`src/rtl/riscv_pkg.sv`:
```
// riscv_pkg: shared widths, PC step and fetch state encoding.
package riscv_pkg;
  localparam int XLEN = 32;
  localparam logic [XLEN-1:0] PC_STEP = 32'd4;
  typedef enum logic [2:0] {IDLE, REQ, WAIT, HOLD, ERR} fetch_state_e;
endpackage

```
`src/rtl/fetch_unit_if.sv`:
```
// fetch_unit_if: instruction memory request/response handshake.
interface fetch_unit_if import riscv_pkg::*; ();
  logic            imem_req;
  logic [XLEN-1:0] imem_addr;
  logic            imem_ready;
  logic            imem_rvalid;
  logic [XLEN-1:0] imem_rdata;
  modport master (output imem_req, imem_addr, input imem_ready, imem_rvalid, imem_rdata);
  modport slave (input imem_req, imem_addr, output imem_ready, imem_rvalid, imem_rdata);
endinterface

```
`src/rtl/fetch_unit_pc_next.sv`:
```
// pc_next: sequential/target PC arithmetic and next-PC selection.
module pc_next import riscv_pkg::*; (
  input  logic [XLEN-1:0] pc_i,
  input  logic [XLEN-1:0] imm_i,
  input  logic            pc_src_i,
  output logic [XLEN-1:0] pc_plus4_o,
  output logic [XLEN-1:0] pc_target_o,
  output logic [XLEN-1:0] pc_next_o,
  output logic            target_misalign_o
);
  assign pc_plus4_o        = pc_i + PC_STEP;
  assign pc_target_o       = pc_i + imm_i;
  assign pc_next_o         = pc_src_i ? pc_target_o : pc_plus4_o;
  assign target_misalign_o = pc_target_o[1:0] != 2'b00;
endmodule

```
`src/rtl/fetch_unit.sv`:
```
// fetch_unit: PC register and one-at-a-time instruction fetch FSM.
module fetch_unit import riscv_pkg::*; #(
  parameter logic [XLEN-1:0] RESET_PC = '0,
  parameter int              TIMEOUT  = 64
) (
  input  logic            clk,
  input  logic            reset,
  fetch_unit_if.master    imem,
  input  logic            advance,
  input  logic            PCSrc,
  input  logic [XLEN-1:0] ImmExt,
  output logic [XLEN-1:0] instr,
  output logic            instr_valid,
  output logic [XLEN-1:0] pc,
  output logic [XLEN-1:0] pc_plus4,
  output logic [XLEN-1:0] pc_target,
  output logic            misalign,
  output logic            timeout
);
  localparam int CW = $clog2(TIMEOUT);
  localparam logic [CW-1:0] LIMIT = CW'(TIMEOUT - 1);
  fetch_state_e    state_q, state_d;
  logic [XLEN-1:0] pc_q, pc_d, instr_q, instr_d, pc_sel;
  logic [CW-1:0]   cnt_q, cnt_d;
  logic            misalign_q, misalign_d, timeout_q, timeout_d, tgt_mis;
  pc_next u_pc_next (
    .pc_i(pc_q), .imm_i(ImmExt), .pc_src_i(PCSrc),
    .pc_plus4_o(pc_plus4), .pc_target_o(pc_target), .pc_next_o(pc_sel),
    .target_misalign_o(tgt_mis)
  );
  always_ff @(posedge clk) begin
    if (reset) begin
      state_q    <= IDLE;
      pc_q       <= RESET_PC;
      instr_q    <= '0;
      cnt_q      <= '0;
      misalign_q <= 1'b0;
      timeout_q  <= 1'b0;
    end else begin
      state_q    <= state_d;
      pc_q       <= pc_d;
      instr_q    <= instr_d;
      cnt_q      <= cnt_d;
      misalign_q <= misalign_d;
      timeout_q  <= timeout_d;
    end
  end
  // rvalid is tested before the limit so a response on the last WAIT cycle wins
  always_comb begin
    state_d    = state_q;
    pc_d       = pc_q;
    instr_d    = instr_q;
    cnt_d      = cnt_q;
    misalign_d = misalign_q;
    timeout_d  = timeout_q;
    case (state_q)
      IDLE: state_d = REQ;
      REQ: if (imem.imem_ready) begin
        state_d = WAIT;
        cnt_d   = '0;
      end
      WAIT: if (imem.imem_rvalid) begin
        instr_d = imem.imem_rdata;
        state_d = HOLD;
      end else if (cnt_q == LIMIT) begin
        state_d   = ERR;
        timeout_d = 1'b1;
      end else cnt_d = cnt_q + CW'(1);
      HOLD: if (advance) begin
        if (PCSrc && tgt_mis) begin
          state_d    = ERR;
          misalign_d = 1'b1;
        end else begin
          pc_d    = pc_sel;
          state_d = REQ;
        end
      end
      default: state_d = state_q;
    endcase
  end
  always_comb begin
    imem.imem_req = state_q == REQ;
    instr_valid   = state_q == HOLD;
  end
  assign imem.imem_addr = pc_q;
  assign pc             = pc_q;
  assign instr          = instr_q;
  assign misalign       = misalign_q;
  assign timeout        = timeout_q;
endmodule

```
`src/flat_wrapper.sv`:
```
// flat-port wrapper written by rule: the top's interface ports become plain ports
module fetch_unit_flat import riscv_pkg::*;
#(
  parameter logic [XLEN-1:0] RESET_PC = '0,
  parameter int              TIMEOUT  = 64
)
  (clk, reset, advance, PCSrc, ImmExt, instr, instr_valid, pc, pc_plus4, pc_target, misalign, timeout, imem_imem_req, imem_imem_addr, imem_imem_ready, imem_imem_rvalid, imem_imem_rdata);
  fetch_unit_if imem_i ();
  input  logic clk;
  input  logic reset;
  input  logic advance;
  input  logic PCSrc;
  input  logic [XLEN-1:0] ImmExt;
  output logic [XLEN-1:0] instr;
  output logic instr_valid;
  output logic [XLEN-1:0] pc;
  output logic [XLEN-1:0] pc_plus4;
  output logic [XLEN-1:0] pc_target;
  output logic misalign;
  output logic timeout;
  output wire logic [$bits(imem_i.imem_req)-1:0] imem_imem_req;
  output wire logic [$bits(imem_i.imem_addr)-1:0] imem_imem_addr;
  input wire logic [$bits(imem_i.imem_ready)-1:0] imem_imem_ready;
  input wire logic [$bits(imem_i.imem_rvalid)-1:0] imem_imem_rvalid;
  input wire logic [$bits(imem_i.imem_rdata)-1:0] imem_imem_rdata;
  assign imem_imem_req = imem_i.imem_req;
  assign imem_imem_addr = imem_i.imem_addr;
  assign imem_i.imem_ready = imem_imem_ready;
  assign imem_i.imem_rvalid = imem_imem_rvalid;
  assign imem_i.imem_rdata = imem_imem_rdata;
  fetch_unit #(.RESET_PC(RESET_PC), .TIMEOUT(TIMEOUT)) u_core (.clk(clk), .reset(reset), .imem(imem_i), .advance(advance), .PCSrc(PCSrc), .ImmExt(ImmExt), .instr(instr), .instr_valid(instr_valid), .pc(pc), .pc_plus4(pc_plus4), .pc_target(pc_target), .misalign(misalign), .timeout(timeout));
endmodule
```
`config.mk`:
```
export PLATFORM = sky130hd
export DESIGN_NAME = fetch_unit_flat
export DESIGN_NICKNAME = d
export VERILOG_FILES = /design/src/rtl/riscv_pkg.sv /design/src/rtl/fetch_unit_if.sv /design/src/rtl/fetch_unit_pc_next.sv /design/src/rtl/fetch_unit.sv /design/src/flat_wrapper.sv
export SDC_FILE = /design/constraint.sdc
export NUM_CORES = 1
export LEC_CHECK = 0
export CORE_ASPECT_RATIO = 1.5
export CORE_MARGIN = 3
export CORE_UTILIZATION = 34
export DETAILED_ROUTE_END_ITERATION = 16
export HOLD_SLACK_MARGIN = 0.08
export PLACE_DENSITY = 0.62
export SLEW_MARGIN = 20
export SYNTH_ARGS = -nofsm -noshare
export SYNTH_HDL_FRONTEND = slang
export SYNTH_HIERARCHICAL = 1
export SYNTH_SLANG_ARGS = --single-unit
```
`constraint.sdc`:
```
create_clock -name clk -period 7.65 [get_ports clk]
set_input_delay 1.53 -clock clk [delete_from_list [all_inputs] [get_ports clk]]
set_output_delay 1.53 -clock clk [all_outputs]
set_load 0.005 [all_outputs]
```
# Word level (Yosys, flattened, before mapping)
# Cells that the tools add are included.
# W data, S select, Z words.
# totals
ff_bits,75
out_inout_bits,164
elab_cells,42
# op_classes
add_sub_neg,3
n_eq_ne,9
muxes,11
bitwise,2
reduce_logical,11
# ops
op,count
$add A32 B3 Y32 const B,1
$add A32 B32 Y32,1
$mux W32,1
$mux W6,3
$mux W3,5
$pmux W3 S4,1
$pmux W6 S2,1
$reduce_and A3 Y1,3
$reduce_and A4 Y1,2
$add A6 B1 Y6 const B,1
$eq A3 B2 Y1 const B,2
$eq A6 B6 Y1 const B,1
$ne A2 B2 Y1 const B,3
$reduce_bool A2 Y1,2
$reduce_bool A4 Y1,1
$eq A3 B1 Y1 const B,1
$logic_not A3 Y1,1
$ne A3 B2 Y1 const B,1
$ne A2 B1 Y1 const B,1
$not A1 Y1,2
$reduce_and A2 Y1,1
$logic_and A1 B1 Y1,1

# Logic depth before layout (Yosys ltp)
# Gate-level depths: netlist of the first run.
# depth
word_depth,6
ltp_mapped,12
depth_no_buf,12

# Modules after synthesis
# The synthesis of the first run kept the hierarchy.
# by_module_without_submodules
module,n_inst,cells_per_inst,area_per_inst_um2
fetch_unit,1,384,3034.2
pc_next,1,386,2620.0

# Worst setup path before layout of the first run
# No wires, ideal clock.
# synth_path
path_kind,input port to output port
from,in ImmExt[0]
to,out pc_target[30]
arrival_ps,3400
required_ps,6120
slack_ps,2720
path_stages,10
path_cell_list,ha_1 > fa_1 > a21oi_1 > nor2_1 > o2111ai_1 > a21oi_2 > o2111ai_1 > a21boi_2 > a21oi_1 > xnor2_1
# synth_between
elab_chain_len,1
# synth_rtl
element,line_no,rtl
from (decl),flat_wrapper.sv:13,input logic [XLEN-1:0] ImmExt;
$add A32 B32 Y32,fetch_unit_pc_next.sv:12,assign pc_target_o = pc_i + imm_i;
to (decl),flat_wrapper.sv:18,output logic [XLEN-1:0] pc_target;
# Every way passes these cells.

# Final worst setup path of the first run
# Ends and elaborated chain as after synthesis.

==> metrics.md, run 1 <==
| Metric | Value |
|---|---|
| Outcome | completed |
| Slowest-stage cell, CP | clkdlybuf4s50_1 |
| Simple-gate share of the synthesized area | 0.247 |
| Final Hold Slack | 452 ps |
| DRC violation total after the first TritonRoute iteration | 310 |
| CTS tree | yes |
| Largest net degree at the start of global routing | 75 |
| DP HPWL | 14.4 mm |
| Reg2reg start | u_core/imem.imem_addr[0] |
| Core region area | 16300 um^2 |
| Vias per cell | 5.05 |
| CTS Sinks | 75 |
| Share of cells above drive strength 1 | 0.0681 |
| Power density cells | 129 nW/um^2 |
| Flops & latches, synth | 75 |
| Worst setup SP type | input port |
| Total gr overflow | 0 |
| Crit-path max FO | 6 |
| Cells after synthesis | 770 |
| Largest family of logic cells by synthesized area | simple AND/OR/NAND/NOR gates |
| Static leakage | 3.06 nW |
| Die X-Extent | 111 um |
| VDD IR max | 0.147 mV |
| CP endpoint kind | primary output |
| Worst-Margin Slew | 835 ps |
| Count of cell types in the netlist | 61 |
| Initial Util | 0.348 |
| Setup violators final | 0 |
| R2R setup slack | 4660 ps |
| CP Depth | 12 |
| Total CTS buffers | 9 |
| Inst Count DP | 1144 |
| Critical Path RT | 6120 ps |
| DRC viols | 0 |
| Global-route wire length before repair | 29.6 mm |
| CTS Root Cell | clkbuf_16 |
| I/O pins | 234 |
| Slowest stage delay, CP | 550 ps |
| Hold Vio Cnt, Final | 0 |
| Total track usage | 0.200 |
| Area contributors post-synth | dfxtp_1 27%, nand2_1 12%, a21oi_1 9.2% |
| Antenna cells | 0 |
| EDFF count, synth | 0 |
| WS Path Type | in2out |
| Final period util | 0.805 |
| Worst r2r path cells | 12 |
| Clk_lat worst skew | 340 ps |
| Clock Skew | 10.1 ps |
| WL final | 18.9 mm |
| Vias in the first global route | 5700 |
| GPL Wtd Cong | 0.850 |
| Yosys top cell by area | dfxtp_1 |
| Multiplexer area fraction after synthesis | 0.0396 |
| CP arrival | 4630 ps |
| Buffer and inverter count on the worst path | 2 |
| Area Growth Syn to Fin | 45.0% |
| Post-synth ARST share | 0 |
| Vias | 5853 |
| Postcts setup bufs | 0 |
| TritonRoute pass-1 iters | 4 |
| Detail Route Antenna Nets | 0 |
| Top FF cell, synth | dfxtp_1 |
| Wire per inst | 16.3 um |
| Final min period | 6160 ps |
| Max Cap Violations | 0 |
| Slew Limit Fails | 0 |
| Post-synthesis sequential area ratio | 0.266 |
| Mean Syn Cell Area | 7.34 um^2 |
| FP Rows | 57 |
| Complex-gate fraction of the synthesized area | 0.198 |
| Initial antenna violation count | 0 |
| RSZ-0062 raised after global routing | false |
| Count leader, synth | nand2_1 |
| HP Class | reg2reg |
| Clock Tree Buf Depth | 2 |
| H-tree depth | 3 |
| Yosys warnings | 6 |
| Netlist Area Pre-Place | 5650 um^2 |
| PortBufs | 233 |
| Die Area | 18200 um^2 |
| Slew headroom | 0.444 |
| Setup tns final | 0 ps |
| NumNets Final | 1053 |
| Critical path startpoint | ImmExt[0] |
| Synthesized-area fraction occupied by adder cells | 0.0766 |
| Critical path destination | pc_target[30] |
| Cell breakdown of the critical path | clkdlybuf4s50_1, ha_1, fa_1, a21oi_1, nor2_1, o2111ai_1, a21oi_2, o2111ai_1, a21boi_2, a21oi_1, xnor2_1, clkdlybuf4s50_1 |
| CTS Hold Buffers Added | 0 |
| Cts repair resizes | 0 |
| CP top delay family | compound AO/OA/AOI/OAI gates |
| CTS clk-pin slew, worst paths | 70 ps |
| Most instantiated cells after synthesis | 175 x nand2_1, 104 x a21oi_1, 75 x dfxtp_1, 63 x nor2_1 |
| Fmax achieved | 162 MHz |
| Die H | 164 um |
| Syn Nets | 874 |
| Post-synth top area share | 0.266 |
| Post-route insts no fill | 1160 |
| Reg-to-Reg End | u_core/imem.imem_addr[28] |
| Post-Synth XOR/XNOR Area | 0.0898 |
-- metal layers --
layer	up-vias	share of wire	wire length, um	global-route usage
li1	2976	-	-	-
met1	2677	0.37	7070	0.205
met2	163	0.54	10200	0.389
met3	37	0.049	925	0.0420
met4	0	0.034	645	0.0863
met5	-	0	0	0
-- where the power goes --
group | internal [mW] | switching [mW]
sequential | 0.397 | 0.00699
clock | 0.292 | 0.189
combinational | 0.0959 | 0.0783
total | 0.784 | 0.275
-- area by class of cell --
type	instances	area, um^2
inverter	16	60.1
timing repair buffer	238	2360
clock inverter	7	105
tap	206	258
sequential	75	1500
multi-input combinational	609	3690
fill	1632	8060
clock buffer	9	225
-- cell usage in the layout (no fill, tap or decap), types with 16 or more instances in the layout --
master / instances
xor2_1: 24
nand2_1: 174
mux2_2: 19
nor2_1: 63
clkdlybuf4s50_1: 232
o21ai_0: 22
dfxtp_1: 75
xnor2_1: 34
nand3_1: 24
a21oi_1: 104
ha_1: 33
inv_1: 16
-- worst min-delay path by stage --
stage / startpoint / to / slack [ps] / cells past startpoint
3_5_place_dp: u_core/instr[4] / u_core/instr[4] / 450 / 2
4_1_cts: u_core/instr[4] / u_core/instr[4] / 450 / 2
6_report: u_core/instr[5] / u_core/instr[5] / 450 / 2
5_1_grt: u_core/instr[26] / u_core/instr[26] / 470 / 2
3_3_place_gp: u_core/instr[17] / u_core/instr[17] / 440 / 2
2_1_floorplan: u_core/cnt_q[4] / u_core/cnt_q[4] / 450 / 1
-- cell families (layout without fill, tap and decap cells) --
| family | count (synthesis) | in the layout |
|---|---|---|
| AND/OR/NAND/NOR | 317 | 317 |
| AO/OA/AOI/OAI | 180 | 180 |
| buffers and inverters | 86 | 270 |
| flip-flops | 75 | 75 |
| XOR/XNOR | 58 | 58 |
| adder cells (fa/ha/maj) | 34 | 34 |
| multiplexers | 20 | 20 |
-- flip-flops by register name (all words and copies together) (netlist names) --
register / flops
u_core/instr: 32
u_core/state_q: 3
u_core/imem.imem_addr: 32
u_core/timeout: 1
u_core/misalign: 1
u_core/cnt_q: 6
-- per-stage QoR --
stage                      util  total power [mW]  instance area, um^2  worst slack, ps
after floorplan               -             0.495                 5650             2720
after global placement    0.484             0.588                 7870             1550
final                     0.504              1.06                 8200             1490
after detailed placement  0.484             0.588                 7870             1520
after global routing      0.504              1.11                 8200             1230
after CTS                 0.504              1.08                 8200             1490
-- worst min-delay path, delay by kind of cell, from the launching register on --
kind             cells  cell delay, ps
AO/OA/AOI/OAI        1              50
flip-flops           1             310
AND/OR/NAND/NOR      1              50
No activity file was read; power rests on OpenSTA's default activity.
==> run 2, diff against run 1 <==
==> constraint.sdc (replaced) <==
create_clock -name clk -period 6.23 [get_ports clk]
set_input_delay 1.246 -clock clk [delete_from_list [all_inputs] [get_ports clk]]
set_output_delay 1.246 -clock clk [all_outputs]
set_load 0.005 [all_outputs]
==> run 2 against run 1 <==
Effect of this change: combinational power up 24%; hold slack about the same; worst setup slack worse by 840 ps; critical path depth unchanged; die area unchanged; first-iteration DRC count down 7.1%; non-clock buffer count up 1; register-to-register slack worse by 1400 ps; largest power group unchanged.
==> metrics.md, run 2 (synthesis results as in run 1) <==
| Metric | Value |
|---|---|
| Worst-Margin Slew | 866 ps (+31.5 ps) |
| Power Internal | 0.963 mW (+23%) |
| Final Hold Slack | 453 ps (+0.398 ps) |
| Setup tns final | 0 ps (unchanged) |
| Critical Path RT | 4980 ps (-1140 ps) |
| Vias in the first global route | 5786 (+1.5%) |
| Antenna cells | 0 (unchanged) |
| FP Rows | 57 (unchanged) |
| Slew headroom | 0.422 (-0.0216) |
| CTS tree | yes |
| Area Growth Syn to Fin | 45.2% (about the same) |
| Sw frac | 0.263 (+0.00368) |
| Static leakage | 3.06 nW (+0.18%) |
| Share of cells above drive strength 1 | 0.0691 (+0.000976) |
| Die X-Extent | 111 um (unchanged) |
| PortBufs | 233 (unchanged) |
| Cell Area, Placed | 7880 um^2 (about the same) |
| Total gr overflow | 0 (unchanged) |
| CP arrival | 4330 ps (-300 ps) |
| CTS Hold Buffers Added | 0 (unchanged) |
| DRC violation total after the first TritonRoute iteration | 288 (-7.1%) |
| Area of the multi-input gates | 3690 um^2 (unchanged) |
| DR top layer | met4 |
| Vias | 5918 (+1.1%) |
| DP HPWL | 14.6 mm (+1.2%) |
| Hold Vio Cnt, Final | 0 (unchanged) |
| Initial antenna violation count | 0 (unchanged) |
| I/O pins | 234 (unchanged) |
| WL final | 19.2 mm (+1.6%) |
| CP endpoint kind | primary output |
| TritonRoute pass-1 iters | 5 (+1) |
| Vias per cell | 5.10 (+1.0%) |
| Core region area | 16300 um^2 (unchanged) |
| Sequential Power Share | 0.379 (-0.002) |
| Detail Route Antenna Nets | 0 (unchanged) |
| CTS clk-pin slew, worst paths | 60 ps (about the same) |
| Total track usage | 0.205 (+0.00490) |
| Post-Place Setup Slack | 661 ps (-861 ps) |
| Largest net degree at the start of global routing | 75 (unchanged) |
| Max Cap Violations | 0 (unchanged) |
| Fillers | 1664 (+2.0%) |
| FF+latch area | 1500 um^2 (unchanged) |
| GPL Wtd Cong | 0.846 (-0.46%) |
| Setup ws final | 655 ps (-839 ps) |
| Initial Util | 0.348 (unchanged) |
| Wire per inst | 16.5 um (+1.6%) |
| Finished Cell Area | 8210 um^2 (about the same) |
| Setup violators final | 0 (unchanged) |
| Die Area | 18200 um^2 (unchanged) |
| Commonest cells after routing, fill and taps aside | 232 x clkdlybuf4s50_1, 174 x nand2_1, 104 x a21oi_1 |
| VDD IR max | 0.121 mV (-17%) |
| NumNets Final | 1054 (+0.095%) |
| Fmax achieved | 179 MHz |
| CTS Sinks | 75 (unchanged) |
| Met3 routed wirelength | 1.01 mm (+9.6%) |
| Combinational share of power | 0.165 (about the same) |
| CTS Root Cell | clkbuf_16 |
| Final period util | 0.895 |
| Clk_lat worst skew | 350 ps (about the same) |
| H-tree depth | 3 (unchanged) |
| DRC viols | 0 (unchanged) |
| Postcts setup bufs | 0 (unchanged) |
| Global-route wire length before repair | 30.4 mm (+2.6%) |
| Crit-path max FO | 6 (unchanged) |
| Routed wl met2 | 10.2 mm (-0.28%) |
| Clock Tree Buf Depth | 2 (unchanged) |
| RSZ-0062 raised after global routing | false |
| Slew Limit Fails | 0 (unchanged) |
| WS Path Type | in2out |
| Total CTS buffers | 9 (unchanged) |
| Most common cell after layout, fill and taps aside | clkdlybuf4s50_1 |
| Final min period | 5570 ps |
| Clock Skew | 5.64 ps (-4.45 ps) |
| Power density cells | 159 nW/um^2 (+23%) |
| Net Switching | 0.344 mW (+25%) |
| Outcome | completed |
| Worst setup SP type | input port |
| Cts repair resizes | 0 (unchanged) |
| M1 WL | 7.26 mm (+2.6%) |
| HP Class | reg2reg |
| Clock power share | 0.456 (+0.002) |
| Die H | 164 um (unchanged) |
[run 2: cell types whose count changed in the layout (fill, tap and decap cells not counted), sizes merged]
cell	delta
buf	+1
[run 2: area by class of cell]
type | instances | share of cell area
sequential | 75 | 0.183
tap | 206 | 0.0314
clock buffer | 9 | 0.0274
multi-input combinational | 609 | 0.449
inverter | 16 | 0.00732
timing repair buffer | 239 | 0.289
clock inverter | 7 | 0.0128
[run 2: routing by layer]
metal / GRT usage / up-vias
li1: - / 2973
met1: 0.215 / 2721
met2: 0.392 / 181
met3: 0.0398 / 43
met4: 0.0957 / 0
met5: 0 / -
[run 2: critical path: stages]
cell and delay, ps:
clkdlybuf4s50_1 410, ha_1 210, fa_1 410, a21oi_1 220, nor2_1 80, o2111ai_1 270
a21oi_2 140, o2111ai_1 290, a21boi_2 160, a21oi_1 210, xnor2_1 130, clkdlybuf4s50_1 550
[run 2: path summary, 6_finish.rpt]
| kind | from | slack, ps | end | cells after the start |
|---|---|---|---|---|
| hold reg to reg | u_core/instr[8] | 450 | u_core/instr[8] | 2 |
| setup reg to reg | u_core/imem.imem_addr[0] | 3220 | u_core/imem.imem_addr[28] | 12 |
| setup / recovery | ImmExt[0] | 660 | pc_target[26] | 12 |
| hold / removal | u_core/instr[8] | 450 | u_core/instr[8] | 2 |
[run 2: power groups by stage]
stage / registers [mW] / clock network, mW / logic (mW)
5_1_grt: 0.497 / 0.633 / 0.236
3_3_place_gp: 0.506 / 0 / 0.216
3_5_place_dp: 0.507 / 0 / 0.216
4_1_cts: 0.496 / 0.614 / 0.217
2_1_floorplan: 0.505 / 0 / 0.104
6_report: 0.496 / 0.596 / 0.215
[run 2: metrics by stage]
| stage | utilization | total power [mW] | std cells |
|---|---|---|---|
| after CTS | 0.505 | 1.33 | 1161 |
| final | 0.505 | 1.31 | 1161 |
| after floorplan | - | 0.608 | 770 |
| after global placement | 0.484 | 0.722 | 1145 |
| after global routing | 0.505 | 1.37 | 1161 |
| after detailed placement | 0.484 | 0.722 | 1145 |
==> run 3, diff against run 2 <==
==> constraint.sdc (replaced) <==
create_clock -name clk -period 6.23 [get_ports clk]
set_input_delay 1.869 -clock clk [delete_from_list [all_inputs] [get_ports clk]]
set_output_delay 1.869 -clock clk [all_outputs]
set_load 0.005 [all_outputs]
==> run 3 against run 2 <==
Effect of this change: wire length increased by 4.0%; via count increased by 6.3%; fmax decreased by 8.6%; clock power shrank 14%; first-iteration DRC count decreased by 14%.
==> metrics.md, run 3 (synthesis results as in run 1) <==
| Metric | Value |
|---|---|
| Cell breakdown of the critical path | clkdlybuf4s50_1, ha_1, a21oi_1, o21ai_0, or2_2, o21ai_4, buf_4, o21ai_4, nor2_2, xnor2_2, dlygate4sd2_1 |
| Total CTS buffers | 9 (unchanged) |
| Total gr overflow | 0 (unchanged) |
| Slowest-stage cell, CP | clkdlybuf4s50_1 |
| WL final | 20.0 mm (+4.0%) |
| Static leakage | 3.65 nW (+19%) |
| Largest net degree at the start of global routing | 55 (-27%) |
| VDD IR max | 0.135 mV (+11%) |
| FF+latch area | 1500 um^2 (unchanged) |
| Slew headroom | 0.569 (+0.147) |
| Critical Path RT | 4360 ps (-620 ps) |
| GPL Wtd Cong | 0.895 (+5.8%) |
| Worst setup SP type | input port |
| DP HPWL | 15.1 mm (+3.6%) |
| Final min period | 6100 ps (+524 ps) |
| Clk_lat worst skew | 340 ps (about the same) |
| HP Class | reg2reg |
| WS Path Type | in2out |
| Fmax achieved | 164 MHz (-8.6%) |
| Reg-to-Reg End | u_core/imem.imem_addr[24] |
| Die X-Extent | 111 um (unchanged) |
| Initial antenna violation count | 1 (+1) |
| I/O pins | 234 (unchanged) |
| Total track usage | 0.209 (+0.00416) |
| Max Cap Violations | 0 (unchanged) |
| TritonRoute pass-1 iters | 4 (-1) |
| CTS clk-pin slew, worst paths | 70 ps (about the same) |
| Clock Skew | 8.57 ps (+2.94 ps) |
| Die Area | 18200 um^2 (unchanged) |
| Wire per inst | 15.8 um (-4.3%) |
| Slowest stage delay, CP | 400 ps (-150 ps) |
| Setup ws final | 132 ps (-524 ps) |
| Share of cells above drive strength 1 | 0.193 (+0.124) |
| CP endpoint kind | primary output |
| Final period util | 0.979 (+0.0841) |
| Worst r2r path cells | 15 (+3) |
| Area of the multi-input gates | 3900 um^2 (+5.7%) |
| Commonest cells after routing, fill and taps aside | 205 x clkdlybuf4s50_1, 173 x nand2_1, 105 x buf_4 |
| Area Growth Syn to Fin | 60.9% |
| Core Util, Final | 0.559 (+0.0546) |
| Detail Route Antenna Nets | 0 (unchanged) |
| Vias per cell | 4.98 (-2.3%) |
| CTS Hold Buffers Added | 0 (unchanged) |
| Critical path startpoint | ImmExt[8] |
| Setup tns final | 0 ps (unchanged) |
| Fillers | 1551 (-6.8%) |
| DRC viols | 0 (unchanged) |
| CTS Root Cell | clkbuf_16 |
| Reg2reg start | u_core/imem.imem_addr[0] |
| FP Rows | 57 (unchanged) |
| Die H | 164 um (unchanged) |
| DRC violation total after the first TritonRoute iteration | 248 (-14%) |
| Vias | 6288 (+6.3%) |
| NumNets Final | 1154 (+9.5%) |
| H-tree depth | 3 (unchanged) |
| Most common cell after layout, fill and taps aside | clkdlybuf4s50_1 |
| Slew Limit Fails | 0 (unchanged) |
| CTS tree | yes |
| Clock Tree Buf Depth | 2 (unchanged) |
| Global-route wire length before repair | 31.2 mm (+2.8%) |
| PortBufs | 233 (unchanged) |
| Post-Place Setup Slack | -555 ps (-1220 ps) |
| Worst-Margin Slew | 647 ps (-219 ps) |
| Critical path destination | pc_target[25] |
| Outcome | completed |
| Initial Util | 0.348 (unchanged) |
| Power density cells | 137 nW/um^2 (-14%) |
| Vias in the first global route | 6134 (+6.0%) |
| Setup violators final | 0 (unchanged) |
| R2R setup slack | 3230 ps (about the same) |
| Hold Vio Cnt, Final | 0 (unchanged) |
| CTS Sinks | 75 (unchanged) |
| Core region area | 16300 um^2 (unchanged) |
| Critical Path Most Common Cell | o21ai_4 |
| Crit-path max FO | 4 (-2) |
| CP arrival | 4230 ps (-100 ps) |
## run 3: changes by cell type in the layout (fill, tap and decap cells not counted), sizes merged, moves of 2 or more
cell           before  now
buf                 7  110
bufinv              2    0
clkbuf              9   13
clkdlybuf4s15       0    2
clkdlybuf4s50     232  205
dlygate4sd2         0   12
dlymetal6s2s        0    6
## run 3: area by class of cell
type	instances	area share
sequential	75	0.165
clock inverter	7	0.00633
tap	206	0.0283
antenna	1	0.000275
clock buffer	9	0.0248
multi-input combinational	609	0.429
timing repair buffer	339	0.340
inverter	16	0.00660
## run 3: worst min path at each step
| stage | from | to | slack [ps] | depth (start not counted) |
|---|---|---|---|---|
| 6_report | u_core/instr[6] | u_core/instr[6] | 450 | 2 |
| 5_1_grt | u_core/instr[11] | u_core/instr[11] | 470 | 2 |
| 4_1_cts | u_core/instr[30] | u_core/instr[30] | 460 | 2 |
| 3_5_place_dp | u_core/instr[30] | u_core/instr[30] | 450 | 2 |
| 3_3_place_gp | u_core/instr[18] | u_core/instr[18] | 440 | 2 |
| 2_1_floorplan | u_core/cnt_q[4] | u_core/cnt_q[4] | 450 | 1 |
## run 3: stage by stage
stage / cell area [um^2] / instances / hold WS (ps) / total power, mW
after CTS: 8960 / 1258 / 457 / 1.27
after global placement: 8560 / 1236 / 441 / 0.746
final: 9090 / 1262 / 453 / 1.25
after global routing: 9090 / 1262 / 474 / 1.30
after floorplan: 5650 / 770 / 448 / 0.608
after detailed placement: 8560 / 1236 / 446 / 0.746
## run 3: per-layer routing
layer | vias up | global-route usage | wire length (um)
met2 | 166 | 0.416 | 11000
met3 | 31 | 0.0321 | 785
met4 | 0 | 0.0708 | 551
met5 | - | 0 | 0
li1 | 3166 | - | -
met1 | 2925 | 0.222 | 7680
## run 3: what timing repair did
item	CTS	global route
setup endpoints to repair	25	16
resized for setup	49	42
hold endpoints to repair	0	0
pin swaps	24	26
buffers inserted	6	4
## run 3: worst max-delay path, delay by kind of cell
kind,cells,cell delay (ps)
xor gates and xnor gates,1,150
buffers and inverters,3,820
and+or+nand+nor,2,490
adders and majority gates,1,330
AOI/OAI and AO/OA,4,570
## run 3: report_power, final
part	switching, mW	total, mW	leakage (nW)	internal [mW]
Clock	0.235	0.511	0.135	0.277
Sequential	0.00859	0.496	0.605	0.487
Combinational	0.106	0.242	2.91	0.136
Total	0.349	1.25	3.65	0.900
